File: src/rtl/maze_pkg.sv
// Shared definitions for the maze level store.
// Holds the wall bit indices, the move direction encoding, the per-level
// geometry record and the level ROM contents.
// Ports: none (package).
package maze_pkg;

    // Wall bit positions inside a 4-bit cell word {T,B,L,R}.
    localparam int WALL_T = 3;
    localparam int WALL_B = 2;
    localparam int WALL_L = 1;
    localparam int WALL_R = 0;

    typedef enum logic [1:0] {
        DIR_UP    = 2'd0,
        DIR_DOWN  = 2'd1,
        DIR_LEFT  = 2'd2,
        DIR_RIGHT = 2'd3
    } dir_t;

    typedef struct packed {
        logic [9:0] tile_w;
        logic [9:0] tile_h;
        logic [4:0] num_rows;
        logic [4:0] num_cols;
        logic [9:0] wall_margin;
    } level_geo_t;

    // Wall bit that blocks a move in the given direction.
    function automatic logic [1:0] wall_idx(input dir_t dir);
        case (dir)
            DIR_UP:   return 2'(WALL_T);
            DIR_DOWN: return 2'(WALL_B);
            DIR_LEFT: return 2'(WALL_L);
            default:  return 2'(WALL_R);
        endcase
    endfunction

    // Per-level geometry table.
    function automatic level_geo_t geo_of(input int lvl);
        level_geo_t g;
        case (lvl)
            1: begin
                g.tile_w = 10'd20; g.tile_h = 10'd30;
                g.num_rows = 5'd8; g.num_cols = 5'd16; g.wall_margin = 10'd3;
            end
            2: begin
                g.tile_w = 10'd32; g.tile_h = 10'd24;
                g.num_rows = 5'd5; g.num_cols = 5'd10; g.wall_margin = 10'd4;
            end
            3: begin
                g.tile_w = 10'd26; g.tile_h = 10'd20;
                g.num_rows = 5'd6; g.num_cols = 5'd12; g.wall_margin = 10'd1;
            end
            default: begin
                g.tile_w = 10'd40; g.tile_h = 10'd40;
                g.num_rows = 5'd4; g.num_cols = 5'd6; g.wall_margin = 10'd2;
            end
        endcase
        return g;
    endfunction

    // Level ROM contents for an in-level cell. The outer frame is walled
    // except for gaps in the top edge on odd columns; interior walls follow
    // a per-level diagonal pattern so each level differs.
    function automatic logic [3:0] rom_cell(input int lvl, input int row, input int col);
        level_geo_t g;
        logic t, b, l, r;
        g = geo_of(lvl);
        t = (row == 0) && (col % 2 == 0);
        b = (row == int'(g.num_rows) - 1) || ((row + col + lvl) % 3 == 0);
        l = (col == 0);
        r = (col == int'(g.num_cols) - 1) || ((2 * row + col + lvl) % 5 == 0);
        return {t, b, l, r};
    endfunction

endpackage

File: src/rtl/maze_level_store_if.sv
// Query/response channel between the movement/render logic and the store.
// master: drives q_valid/q_row/q_col/q_dir, receives q_ready and responses.
// slave : the store; accepts queries, returns r_valid/r_walls/r_move_ok.
interface maze_level_store_if #(
    parameter int ROW_W = 3,
    parameter int COL_W = 4
);
    logic             q_valid;
    logic             q_ready;
    logic [ROW_W-1:0] q_row;
    logic [COL_W-1:0] q_col;
    logic [1:0]       q_dir;
    logic             r_valid;
    logic [3:0]       r_walls;
    logic             r_move_ok;

    modport master (
        output q_valid, q_row, q_col, q_dir,
        input  q_ready, r_valid, r_walls, r_move_ok
    );

    modport slave (
        input  q_valid, q_row, q_col, q_dir,
        output q_ready, r_valid, r_walls, r_move_ok
    );
endinterface

File: src/rtl/maze_cell_ram.sv
// Single-port synchronous RAM for the active wall map, one 4-bit cell per word.
// Ports: clk; we/wdata write at addr; re registers mem[addr] into rdata.
module maze_cell_ram #(
    parameter int DEPTH  = 128,
    parameter int ADDR_W = 7
) (
    input  logic              clk,
    input  logic              we,
    input  logic              re,
    input  logic [ADDR_W-1:0] addr,
    input  logic [3:0]        wdata,
    output logic [3:0]        rdata
);
    logic [3:0] mem [DEPTH];

    // NOTE: the array has no reset; its contents are only trusted after a load.
    always_ff @(posedge clk) begin
        if (we) begin
            mem[addr] <= wdata;
        end else if (re) begin
            rdata <= mem[addr];
        end
    end
endmodule

File: src/rtl/maze_level_store.sv
// Multi-level maze map store. A load copies the selected ROM level into the
// active map RAM, one cell per cycle; queries return the cell walls and the
// legality of a move one cycle after acceptance.
// Ports: clk, reset (sync, active-high); load_req/level_sel start a load;
// load_busy/load_done/load_err/level_valid report load status; qif carries
// query/response; tile_w, tile_h, wall_margin, num_rows, num_cols give the
// active level geometry.
module maze_level_store
    import maze_pkg::*;
#(
    parameter int         NUM_LEVELS = 4,
    parameter int         MAX_ROWS   = 8,
    parameter int         MAX_COLS   = 16,
    parameter logic [3:0] OOB_WALLS  = 4'b1111,
    localparam int        LSEL_W     = (NUM_LEVELS > 1) ? $clog2(NUM_LEVELS) : 1,
    localparam int        CELLS      = MAX_ROWS * MAX_COLS,
    localparam int        ADDR_W     = $clog2(CELLS)
) (
    input  logic              clk,
    input  logic              reset,
    input  logic              load_req,
    input  logic [LSEL_W-1:0] level_sel,
    output logic              load_busy,
    output logic              load_done,
    output logic              load_err,
    output logic              level_valid,
    maze_level_store_if.slave qif,
    output logic [9:0]        tile_w,
    output logic [9:0]        tile_h,
    output logic [9:0]        wall_margin,
    output logic [4:0]        num_rows,
    output logic [4:0]        num_cols
);
    typedef enum logic [1:0] {IDLE, LOAD, DONE} state_t;

    state_t            state, state_next;
    logic [ADDR_W-1:0] cnt;
    logic [LSEL_W-1:0] lvl;
    level_geo_t        geo, lvl_geo;
    logic              sel_ok, last_cell, accept;
    int                ld_row, ld_col;
    logic [3:0]        wr_walls, ram_q;
    logic              q_oob, q_tgt_ok;
    logic              r_valid_q, oob_q, tgt_ok_q;
    dir_t              dir_q;

    assign sel_ok    = 32'(level_sel) < NUM_LEVELS;
    assign last_cell = (cnt == ADDR_W'(CELLS - 1));
    assign accept    = qif.q_valid && qif.q_ready;
    assign lvl_geo   = geo_of(int'(lvl));

    // NOTE: state and datapath registers use non-blocking assignments only.
    always_ff @(posedge clk) begin
        if (reset) state <= IDLE;
        else       state <= state_next;
    end

    // NOTE: every output of a combinational block is defaulted first so no latch is inferred.
    always_comb begin
        state_next = state;
        case (state)
            IDLE:    if (load_req && sel_ok) state_next = LOAD;
            LOAD:    if (last_cell) state_next = DONE;
            DONE:    state_next = IDLE;
            default: state_next = IDLE;
        endcase
    end

    assign load_busy   = (state == LOAD);
    assign load_done   = (state == DONE);
    assign qif.q_ready = (state == IDLE) && !load_req;

    // Cells beyond the level's dimensions are stored as solid walls.
    always_comb begin
        ld_row   = int'(cnt) / MAX_COLS;
        ld_col   = int'(cnt) % MAX_COLS;
        wr_walls = OOB_WALLS;
        if (ld_row < int'(lvl_geo.num_rows) && ld_col < int'(lvl_geo.num_cols))
            wr_walls = rom_cell(int'(lvl), ld_row, ld_col);
    end

    // Bounds and target-cell checks are computed at acceptance and carried
    // alongside the RAM read so the response is aligned with the read data.
    always_comb begin
        q_oob    = !level_valid
                 || int'(qif.q_row) >= int'(geo.num_rows)
                 || int'(qif.q_col) >= int'(geo.num_cols);
        q_tgt_ok = 1'b0;
        case (dir_t'(qif.q_dir))
            DIR_UP:    q_tgt_ok = int'(qif.q_row) > 0;
            DIR_DOWN:  q_tgt_ok = int'(qif.q_row) + 1 < int'(geo.num_rows);
            DIR_LEFT:  q_tgt_ok = int'(qif.q_col) > 0;
            DIR_RIGHT: q_tgt_ok = int'(qif.q_col) + 1 < int'(geo.num_cols);
            default:   q_tgt_ok = 1'b0;
        endcase
    end

    always_ff @(posedge clk) begin
        if (reset) begin
            cnt         <= '0;
            lvl         <= '0;
            geo         <= '0;
            level_valid <= 1'b0;
            load_err    <= 1'b0;
            r_valid_q   <= 1'b0;
            oob_q       <= 1'b1;
            tgt_ok_q    <= 1'b0;
            dir_q       <= DIR_UP;
        end else begin
            load_err  <= (state == IDLE) && load_req && !sel_ok;
            r_valid_q <= accept;
            if (state == IDLE && load_req && sel_ok) begin
                lvl         <= level_sel;
                cnt         <= '0;
                level_valid <= 1'b0;
            end
            if (state == LOAD) begin
                cnt <= cnt + 1'b1;
                if (last_cell) begin
                    geo         <= lvl_geo;
                    level_valid <= 1'b1;
                end
            end
            if (accept) begin
                oob_q    <= q_oob;
                tgt_ok_q <= q_tgt_ok;
                dir_q    <= dir_t'(qif.q_dir);
            end
        end
    end

    maze_cell_ram #(.DEPTH(CELLS), .ADDR_W(ADDR_W)) u_ram (
        .clk   (clk),
        .we    (state == LOAD),
        .re    (accept),
        .addr  ((state == LOAD) ? cnt
                                : ADDR_W'(int'(qif.q_row) * MAX_COLS + int'(qif.q_col))),
        .wdata (wr_walls),
        .rdata (ram_q)
    );

    assign qif.r_valid   = r_valid_q;
    assign qif.r_walls   = oob_q ? OOB_WALLS : ram_q;
    assign qif.r_move_ok = !oob_q && tgt_ok_q && !ram_q[wall_idx(dir_q)];

    assign tile_w      = geo.tile_w;
    assign tile_h      = geo.tile_h;
    assign wall_margin = geo.wall_margin;
    assign num_rows    = geo.num_rows;
    assign num_cols    = geo.num_cols;
endmodule

File: src/flat_wrapper.sv
// flat-port wrapper written by rule: the top's interface ports become plain ports
module maze_level_store_flat import maze_pkg::*;
#(
    parameter int         NUM_LEVELS = 4,
    parameter int         MAX_ROWS   = 8,
    parameter int         MAX_COLS   = 16,
    parameter logic [3:0] OOB_WALLS  = 4'b1111,
    localparam int        LSEL_W     = (NUM_LEVELS > 1) ? $clog2(NUM_LEVELS) : 1,
    localparam int        CELLS      = MAX_ROWS * MAX_COLS,
    localparam int        ADDR_W     = $clog2(CELLS)
)
  (clk, reset, load_req, level_sel, load_busy, load_done, load_err, level_valid, tile_w, tile_h, wall_margin, num_rows, num_cols, qif_q_valid, qif_q_row, qif_q_col, qif_q_dir, qif_q_ready, qif_r_valid, qif_r_walls, qif_r_move_ok);
  maze_level_store_if #(.ROW_W(3), .COL_W(4)) qif_i ();
  input  logic clk;
  input  logic reset;
  input  logic load_req;
  input  logic [LSEL_W-1:0] level_sel;
  output logic load_busy;
  output logic load_done;
  output logic load_err;
  output logic level_valid;
  output logic [9:0] tile_w;
  output logic [9:0] tile_h;
  output logic [9:0] wall_margin;
  output logic [4:0] num_rows;
  output logic [4:0] num_cols;
  input wire logic [$bits(qif_i.q_valid)-1:0] qif_q_valid;
  input wire logic [$bits(qif_i.q_row)-1:0] qif_q_row;
  input wire logic [$bits(qif_i.q_col)-1:0] qif_q_col;
  input wire logic [$bits(qif_i.q_dir)-1:0] qif_q_dir;
  output wire logic [$bits(qif_i.q_ready)-1:0] qif_q_ready;
  output wire logic [$bits(qif_i.r_valid)-1:0] qif_r_valid;
  output wire logic [$bits(qif_i.r_walls)-1:0] qif_r_walls;
  output wire logic [$bits(qif_i.r_move_ok)-1:0] qif_r_move_ok;
  assign qif_i.q_valid = qif_q_valid;
  assign qif_i.q_row = qif_q_row;
  assign qif_i.q_col = qif_q_col;
  assign qif_i.q_dir = qif_q_dir;
  assign qif_q_ready = qif_i.q_ready;
  assign qif_r_valid = qif_i.r_valid;
  assign qif_r_walls = qif_i.r_walls;
  assign qif_r_move_ok = qif_i.r_move_ok;
  maze_level_store #(.NUM_LEVELS(NUM_LEVELS), .MAX_ROWS(MAX_ROWS), .MAX_COLS(MAX_COLS), .OOB_WALLS(OOB_WALLS)) u_core (.clk(clk), .reset(reset), .load_req(load_req), .level_sel(level_sel), .load_busy(load_busy), .load_done(load_done), .load_err(load_err), .level_valid(level_valid), .qif(qif_i), .tile_w(tile_w), .tile_h(tile_h), .wall_margin(wall_margin), .num_rows(num_rows), .num_cols(num_cols));
endmodule
File: config.mk
export PLATFORM = sky130hd
export DESIGN_NAME = maze_level_store_flat
export DESIGN_NICKNAME = d
export VERILOG_FILES = /design/src/rtl/maze_pkg.sv /design/src/rtl/maze_level_store_if.sv /design/src/rtl/maze_cell_ram.sv /design/src/rtl/maze_level_store.sv /design/src/flat_wrapper.sv
export SDC_FILE = /design/constraint.sdc
export NUM_CORES = 1
export LEC_CHECK = 0
export BUFFER_PORTS_ARGS = -buffer_cell sky130_fd_sc_hd__buf_2
export CORE_MARGIN = 2
export CORE_UTILIZATION = 50
export CTS_CLUSTER_DIAMETER = 60
export CTS_CLUSTER_SIZE = 25
export DETAILED_ROUTE_END_ITERATION = 16
export GPL_ROUTABILITY_DRIVEN = 0
export PLACE_DENSITY = 0.72
export SKIP_CTS_REPAIR_TIMING = 1
export SLEW_MARGIN = 15
export SYNTH_ARGS = -nofsm -noshare
export SYNTH_HDL_FRONTEND = slang
export SYNTH_SLANG_ARGS = --single-unit
File: constraint.sdc
create_clock -name clk -period 24.9 [get_ports clk]
set_input_delay 4.98 -clock clk [delete_from_list [all_inputs] [get_ports clk]]
set_output_delay 4.98 -clock clk [all_outputs]
set_load 0.005 [all_outputs]
# == Word-level counts from Yosys, hierarchy flattened ==
# Memory sizes are Yosys's and may differ from the RTL's. A register that Yosys moved wholly into a read port is not among the register bits.
# Index checks and enable logic that the tools add are counted.
# word_totals
ff_bits,53
latch_bits,0
mem_bits_rw,512
mem_bits_ro,0
inputBits,15
out_inout_bits,51
elab_cells,97
mem_count,1
# op_classes
n_addsub,10
n_mul,0
div_mod_pow,2
magnitude_cmp,9
n_eq_ne,15
shift,0
mux,19
bitwise,1
reduce_logical,27
# mem_list
name,words,word_bits,rd,rd_clocked_by_memory_dff,write_ports,line,source
u_core.u_ram.mem,128,4,1,1,1,maze_cell_ram.sv:14,logic [3:0] mem [DEPTH];
# ops
operator,n
$logic_not 32->1,5
$pmux 36 s3,1
$add 32x3->32,2
$lt 32x6->1,2
$eq 4x32->1,1
$eq 5x32->1,1
$mod 32x3->32 const B,1
$mod 32x4->32 const B,1
$mux 7,3
$mux 20,1
$eq 2x2->1 const B,6
$sub 5x1->6 const B,2
$eq 2x1->1 const B,4
$mux 4,2
$add 7x1->7 const B,1
$add 7x4->7,1
$eq 7x7->1 const B,1
$logic_and 1x1->1,7
$logic_not 2->1,3
$mux 1,6
$pmux 2 s3,1
$reduce_and 2->1,3
$add 3x4->5,1
$add 4x1->5 const B,1
other kinds (19),26

# == Longest topological paths before layout ==
# Gate-level depths: netlist of the first run.
# logic_depth
depth_word,9
mapped_depth,29
depth_no_buf,27

# == Modules after synthesis ==
# From an unflattened synthesis of the first run, not the netlist that was laid out.
# unflattened
hier_cells,1779
area_unflattened_um2,24612.4
# by_module_without_submodules
mod,n_inst,cells_each,area_per_inst_um2
maze_cell_ram,1,1306,20837.5
maze_level_store,1,473,3774.9

# == Worst setup path before layout of the first run ==
# No wires, ideal clock.
# synth_timing
path_kind,reg-to-reg
from,reg u_core.cnt[0]
to,"mem u_core.u_ram.mem[0][2], data pin"
setup_ns,1.225
arrival_time_ns,9.514
t_required_ns,23.675
setup_slack_ns,14.161
path_stages_with_launch,21
n_path_buf,0
period_less_slack_ns,10.739
cell_sequence,dfxtp_1 > ha_1 > fa_1 > fa_1 > nand2_1 > o22ai_1 > ha_1 > inv_1 > nor3_2 > or3_1 > nand3_1 > a21oi_1 > ha_1 > nand3b_4 > nor3_4 > xnor2_1 > inv_1 > ha_1 > xnor2_2 > a32oi_1 > o31ai_1
# synth_via
elab_chain_len,6
word_cells_on_any_way,8
cone_classes,add/sub: 2; div: 1; order compare: 1; mux: 1; reduce/logical: 3
# synth_lines
item,line,source
"start, declared",maze_level_store.sv:37,logic [ADDR_W-1:0] cnt;
"start signal, assigned",maze_level_store.sv:118,cnt <= cnt + 1'b1;
$add 3x4->5,maze_pkg.sv:70,b = (row == int'(g.num_rows) - 1) || ((row + col + lvl) % 3 == 0);
$add 32x3->32,maze_pkg.sv:70,
$mod 32x3->32,maze_pkg.sv:70,
$logic_not 32->1,maze_pkg.sv:70,
$logic_or 1x1->1,maze_pkg.sv:70,
$mux 4 *,maze_level_store.sv:78,if (ld_row < int'(lvl_geo.num_rows) && ld_col < int'(lvl_geo.num_cols))
named net u_core.u_ram.wdata[2],maze_cell_ram.sv:11,"input logic [3:0] wdata,"
"end, declared",maze_cell_ram.sv:14,
# The timed path passes the listed nets; every way through them passes the cells marked *.

# == Worst setup path after layout of the first run ==
# layout_timing
from,in load_req
to,out qif_q_ready
# layout_via
elab_chain_len,2
# layout_lines
item,line,source
"start, declared",flat_wrapper.sv:16,input logic load_req;
$logic_not 1->1,maze_level_store.sv:71,assign qif.q_ready = (state == IDLE) && !load_req;
$logic_and 1x1->1,maze_level_store.sv:71,
"end, declared",flat_wrapper.sv:31,output wire logic [$bits(qif_i.q_ready)-1:0] qif_q_ready;
# Every way passes these cells.

==> results of run 1 <==
==> per-stage QoR <==
stage	utilization	hold WS (ns)	instances	power, mW
finish	0.542	0.468	2400	1.77
global route	0.542	0.511	2400	1.82
CTS	0.542	0.473	2400	1.77
detailed placement	0.520	0.463	2343	1.21
global placement	0.520	0.442	2343	1.21
floorplan	-	0.431	1796	1.15
==> sequential cells by signal, summed over array words and instances (netlist names) <==
| signal | count |
|---|---|
| u_core.tile_h | 4 |
| u_core.lvl | 2 |
| u_core.num_rows | 3 |
| u_core.u_ram.rdata | 4 |
| u_core.wall_margin | 2 |
| u_core.oob_q | 1 |
| u_core.qif.r_valid | 1 |
| u_core.u_ram.mem | 512 |
| u_core.dir_q | 2 |
| u_core.tgt_ok_q | 1 |
| u_core.num_cols | 3 |
| u_core.state | 2 |
| u_core.level_valid | 1 |
| u_core.cnt | 7 |
==> placed cells by master (no fill, tap or decap), types with 17 or more instances in the layout <==
master	Yosys	final
sky130_fd_sc_hd__o21ai_0	40	40
sky130_fd_sc_hd__nand4_1	17	17
sky130_fd_sc_hd__nor2_1	206	206
sky130_fd_sc_hd__a222oi_1	45	45
sky130_fd_sc_hd__buf_4	29	21
sky130_fd_sc_hd__buf_2	12	45
sky130_fd_sc_hd__dfxtp_1	29	29
sky130_fd_sc_hd__a21oi_1	59	57
sky130_fd_sc_hd__nand2_1	98	97
sky130_fd_sc_hd__a221oi_1	18	18
sky130_fd_sc_hd__ha_1	55	55
sky130_fd_sc_hd__nand3_1	29	29
sky130_fd_sc_hd__a31oi_1	27	27
sky130_fd_sc_hd__clkbuf_16	0	35
sky130_fd_sc_hd__a22oi_1	142	142
sky130_fd_sc_hd__conb_1	2	25
sky130_fd_sc_hd__inv_1	38	38
sky130_fd_sc_hd__edfxtp_1	516	516
sky130_fd_sc_hd__nor3_1	23	23
sky130_fd_sc_hd__a22o_1	40	40
==> final cells by class <==
cell class                      count  area, um^2  share of cell area
Sequential cell                   545       16100               0.624
Multi-Input combinational cell   1078        7330               0.284
Clock buffer                       37         883              0.0343
Tap cell                          615         769              0.0299
Timing Repair Buffer               66         383              0.0149
Clock inverter                     20         183             0.00709
Inverter                           39         146             0.00568
==> cells in the mapped netlist (23+ instances only) <==
| cell | number |
|---|---|
| sky130_fd_sc_hd__a22oi_1 | 142 |
| sky130_fd_sc_hd__clkbuf_1 | 79 |
| sky130_fd_sc_hd__nand2_1 | 98 |
| sky130_fd_sc_hd__o21ai_0 | 40 |
| sky130_fd_sc_hd__nand3_1 | 29 |
| sky130_fd_sc_hd__nor2_1 | 206 |
| sky130_fd_sc_hd__a22o_1 | 40 |
| sky130_fd_sc_hd__a222oi_1 | 45 |
| sky130_fd_sc_hd__buf_4 | 29 |
| sky130_fd_sc_hd__a31oi_1 | 27 |
| sky130_fd_sc_hd__nor3_1 | 23 |
| sky130_fd_sc_hd__a21oi_1 | 59 |
| sky130_fd_sc_hd__inv_1 | 38 |
| sky130_fd_sc_hd__dfxtp_1 | 29 |
| sky130_fd_sc_hd__edfxtp_1 | 516 |
| sky130_fd_sc_hd__ha_1 | 55 |
==> routing by layer <==
layer | track usage | share of wire | wire length, um
met1 | 0.336 | 0.39 | 23900
met2 | 0.381 | 0.46 | 28100
met3 | 0.0532 | 0.12 | 7120
met4 | 0.0883 | 0.033 | 1990
met5 | 0 | 0 | 0
==> critical path, stage by stage <==
cell and delay (ns):
sky130_fd_sc_hd__buf_2 0.11, sky130_fd_sc_hd__nor3_1 0.21, sky130_fd_sc_hd__buf_2 0.17
==> power by group <==
group | switching [mW] | total [mW] | leakage (nW) | internal, mW
clock | 0.303 | 0.578 | 0.508 | 0.276
combinational | 0.122 | 0.164 | 2.91 | 0.0426
sequential | 0.00289 | 1.03 | 4.73 | 1.03
==> cell families (layout without fill, tap and decap cells) <==
family,Yosys count,in the layout,synth area share
adder cells (fa/ha/maj),59,59,0.0320
buffers and inverters,173,162,0.0325
AND/OR/NAND/NOR,464,464,0.0903
flip-flops,545,545,0.670
XOR/XNOR,27,27,0.0129
other,2,25,0.000313
multiplexers,11,11,0.00490
AO/OA/AOI/OAI,492,492,0.157
==> how the worst min path moves through the flow <==
stage	startpoint	endpoint	slack [ns]	cells past startpoint
after global placement	u_core.tile_h[5]	u_core.tile_h[5]	0.44	2
final	u_core.tile_h[5]	u_core.tile_h[5]	0.47	2
after detailed placement	u_core.tile_h[5]	u_core.tile_h[5]	0.46	2
after global routing	u_core.tile_h[5]	u_core.tile_h[5]	0.51	2
after floorplan	u_core.tgt_ok_q	u_core.tgt_ok_q	0.43	2
after CTS	u_core.tile_h[5]	u_core.tile_h[5]	0.47	2
==> flow_summary_export.csv, run 1 <==
group,metric,value,unit
critical_path,critical_path.reg2reg.endpoint,"u_core.u_ram.mem[126][0]",
timing,final.setup.worst_slack,14.45,ns
route,vias_per_cell,6.63,
timing,max_freq,0.0957,GHz
placement,placed_area,0.0247,mm^2
grt,track_usage,0.243,
route,drtPass1Iterations,6,
timing,finalCritPeriodShare,0.420,
logic_synthesis,synth_top_flop_cell,"sky130_fd_sc_hd__edfxtp_1",
status,run_status,"finished, final reports clean",
route,detail_route.wirelength,61.1,mm
logic_synthesis,yosysTopAreaCell,"sky130_fd_sc_hd__edfxtp_1",
route,post-route-drc-count,0,
critical_path,cp.required,19.92,ns
final_layout,finish.net_count,1838,
die,die_area,0.0498,mm^2
die,design.portCount,66,
pwr,power.density_cell_area,68.7,mW/mm^2
logic_synthesis,synth-warning-count,0,
critical_path,critPathLaunchType,"input pin",
critical_path,critical_path_peak_fanout,3,
route,detail_route.iter0.violations,2234,
critical_path,crit_type,"in2out",
critical_path,critical_path.endpoint,"qif_q_ready",
route,detail_route.wl_per_cell,25.5,um
critical_path,worst_setup_path_end_kind,"output port",
die,core,0.0475,mm^2
cts,cts.htree.levels,2,
grt,grt_pass1_vias,15400,
timing,count_of_final_setup_violators,0,
final_layout,finish.instance_area,0.0258,mm^2
cts,tritoncts,"yes",
timing,final.setup_skew,0.0526,ns
logic_synthesis,yosysSeqAreaShare,0.670,
timing,finalHoldViolCount,0,
grt,antenna_violations_before_repair,0,
die,die-width,223,um
timing,fin_tns_setup,0,ns
critical_path,timing.critical_path.from,"load_req",
final_layout,synthToLayoutAreaGrowth,7.35,%
route,route.vias.total,15900,
placement,dp_worst_setup_slack,14.46,ns
grt,grt_pass1_wl,91.9,mm
logic_synthesis,synth-edff-count,516,
pwr,power.ir.vdd_worst,56.5,uV
final_layout,num_antenna_cells,0,
logic_synthesis,asyncSetResetFlopFracSynth,0,
die,placementRows,80,
logic_synthesis,yosys.area.top_type_share,0.645,
grt,grt_max_degree,91,
critical_path,critical_path_arrival,5.47,ns
flow_run,timing.max_cap.violations,0,
pwr,leakage,8.14,nW
critical_path,worst_r2r_path_depth,26,
logic_synthesis,post_synth_instance_area,0.0240,mm^2
die,die_h,223,um
logic_synthesis,ys_seq_elements,545,
placement,dpl.hpwl,37.0,mm
die,floorplan.initialDensity,0.505,
critical_path,r2r_start,"u_core.lvl[1]",
final_layout,final_layout_size_suffix_gt1_frac,0.0992,
timing,worst-slew-pin-transition,1.16,ns
grt,grt_overflow_total,0,
logic_synthesis,avg_synthesized_cell_area,13.5,um^2
critical_path,setup.reg_to_reg.worst_slack,16.27,ns
cts,clkSinkCount,545,
cts,insertion_delay,0.57,ns
cts,worst_setup_hold_path_clk_slew,0.08,ns
logic_synthesis,yosys-top-cells-area,"sky130_fd_sc_hd__edfxtp_1 65%, sky130_fd_sc_hd__a22oi_1 4.4%, sky130_fd_sc_hd__nor2_1 3.2%, sky130_fd_sc_hd__ha_1 2.9%, sky130_fd_sc_hd__dfxtp_1 2.4%",
route,ant_nets,0,
final_layout,final.fill_count,3791,
timing,slew-limit-headroom,0.226,
logic_synthesis,post_synth_inst_count,1773,
cts,cts_max_path_buffers,3,
placement,portBuffers,45,
cts,cts_made_buffers,34,
timing,rsz0062_at_grt,"false",
timing,post-route-min-period,10.45,ns
worst_hold_path,timing.hold.worst.class,"reg2reg",
logic_synthesis,ys_types,93,
cts,cts_root_buf,"sky130_fd_sc_hd__clkbuf_16",
timing,slew_violations,0,
(Power assumes the default switching activity.)
==> inputs of run 2 (changes only) <==
- clock period: 24.9 -> 10.2 ns (I/O delays scaled with it)
==> run 2 against run 1 <==
Worst hold slack worse by 0.0092 ns. Clock skew decreased by 0.025 ns. Combinational power is 150% higher. Global-route usage up 0.36 points. Critical path depth rose by 25. Register-to-register slack worse by 14 ns.
==> flow_summary_export.csv, run 2 (synthesis gave the netlist of run 1 again) <==
group,metric,value,unit
timing,fin_tns_setup,0,ns
grt,grt_pass1_wl,93.9,mm
timing,worst-slew-pin-transition,1.10,ns
route,route.vias.total,16000,
route,vias_per_cell,6.68,
die,floorplan.initialDensity,0.505,
timing,slew-limit-headroom,0.266,
final_layout,most_common_library_cell_in_the_layout_ignoring_fill_and_taps,"sky130_fd_sc_hd__edfxtp_1",
route,detail_route.wl_per_cell,26.1,um
route,ant_nets,0,
timing,finalHoldViolCount,0,
grt,grt_overflow_total,0,
die,design.portCount,66,
die,die_h,223,um
final_layout,layout.cells.most_common_list,"516 x sky130_fd_sc_hd__edfxtp_1, 206 x sky130_fd_sc_hd__nor2_1, 142 x sky130_fd_sc_hd__a22oi_1",
grt,track_usage,0.247,
grt,grt_max_degree,117,
die,placementRows,80,
status,run_status,"finished, final reports clean",
placement,dpl.hpwl,38.4,mm
timing,max_freq,0.125,GHz
critical_path,largest_stage_delay_on_the_critical_path,0.74,ns
route,detail_route.wirelength,62.7,mm
final_layout,top_register,"u_core.u_ram.mem",
die,core,0.0475,mm^2
critical_path,critical_path.slowest_cell,"sky130_fd_sc_hd__fa_1",
critical_path,cp.required,10.53,ns
grt,grt_pass1_vias,15500,
pwr,power.density_cell_area,167,mW/mm^2
die,die_area,0.0498,mm^2
route,post-route-drc-count,0,
cts,cts.htree.levels,1,
timing,finalCritPeriodShare,0.782,
final_layout,largest_reg_flops,512,
cts,cts_max_path_buffers,3,
final_layout,layout_top_registers,"u_core.u_ram.mem x512, u_core.cnt x7",
final_layout,final_layout_size_suffix_gt1_frac,0.0997,
pwr,post_route_total_power,4.30,mW
timing,post-route-min-period,7.98,ns
cts,cts_root_buf,"sky130_fd_sc_hd__clkbuf_16",
critical_path,critical_path_peak_fanout,81,
timing,slew_violations,0,
final_layout,final.fill_count,3776,
cts,insertion_delay,0.64,ns
final_layout,num_antenna_cells,0,
pwr,power.ir.vdd_worst,186,uV
route,drtPass1Iterations,8,
critical_path,path_common_cell,"sky130_fd_sc_hd__ha_1",
worst_hold_path,timing.hold.worst.class,"reg2reg",
grt,antenna_violations_before_repair,2,
timing,finalHoldWorstSlack,0.459,ns
cts,cts_made_buffers,31,
final_layout,finish.net_count,1839,
timing,rsz0062_at_grt,"false",
final_layout,synthToLayoutAreaGrowth,7.32,%
route,detail_route.iter0.violations,2424,
placement,portBuffers,45,
cts,worst_setup_hold_path_clk_slew,0.09,ns
flow_run,timing.max_cap.violations,0,
die,die-width,223,um
pwr,leakage,8.16,nW
cts,tritoncts,"yes",
critical_path,worst_setup_path_end_kind,"register",
timing,final.setup_skew,0.0275,ns
critical_path,crit_type,"reg2reg",
cts,clkSinkCount,545,
critical_path,critical_path_arrival,8.31,ns
critical_path,critPathLaunchType,"register",
timing,count_of_final_setup_violators,0,
## run 2: final timing paths
path	to	depth (start not counted)	start	slack, ns
setup reg to reg	u_core.u_ram.mem[18][0]	28	u_core.cnt[1]	2.22
hold reg to reg	u_core.tile_h[5]	2	u_core.tile_h[5]	0.46
setup / recovery	u_core.u_ram.mem[18][0]	28	u_core.cnt[1]	2.22
hold / removal	u_core.tile_h[5]	2	u_core.tile_h[5]	0.46
## run 2: stage by stage
stage          setup WS [ns]   util  cells  instance area, um^2
2_1_floorplan          0.943      -   1796                24100
3_3_place_gp            2.78  0.520   2347                24700
3_5_place_dp            2.41  0.520   2347                24700
4_1_cts                 2.38  0.542   2400                25800
5_1_grt                 1.63  0.542   2400                25800
6_report                2.22  0.542   2400                25800
## run 2: cell type report
| cell class | instances | area (um^2) | share of cell area |
|---|---|---|---|
| clock buffer | 34 | 787 | 0.0305 |
| multi-input combinational | 1078 | 7330 | 0.285 |
| tap | 615 | 769 | 0.0299 |
| inverter | 39 | 146 | 0.00568 |
| sequential | 545 | 16100 | 0.624 |
| timing repair buffer | 70 | 417 | 0.0162 |
| clock inverter | 19 | 238 | 0.00923 |
## run 2: routing by layer
metal,track usage,part of all wire
met1,0.336,0.38
met2,0.406,0.47
met3,0.0449,0.11
met4,0.0762,0.036
met5,0,0.00043
## run 2: critical path: cells and delay by family (launching register included)
| family | cells | cell delay, ns |
|---|---|---|
| simple gates | 8 | 2.17 |
| fa+ha+maj | 6 | 2.00 |
| buf+inv | 6 | 1.48 |
| compound gates | 6 | 1.22 |
| flops | 1 | 0.41 |
| xor+xnor | 2 | 0.34 |
## run 2: power by group
part | switching (mW) | internal [mW] | total [mW] | leakage, nW
sequential | 0.00570 | 2.50 | 2.51 | 4.73
combinational | 0.301 | 0.106 | 0.407 | 2.93
clock | 0.767 | 0.616 | 1.38 | 0.502
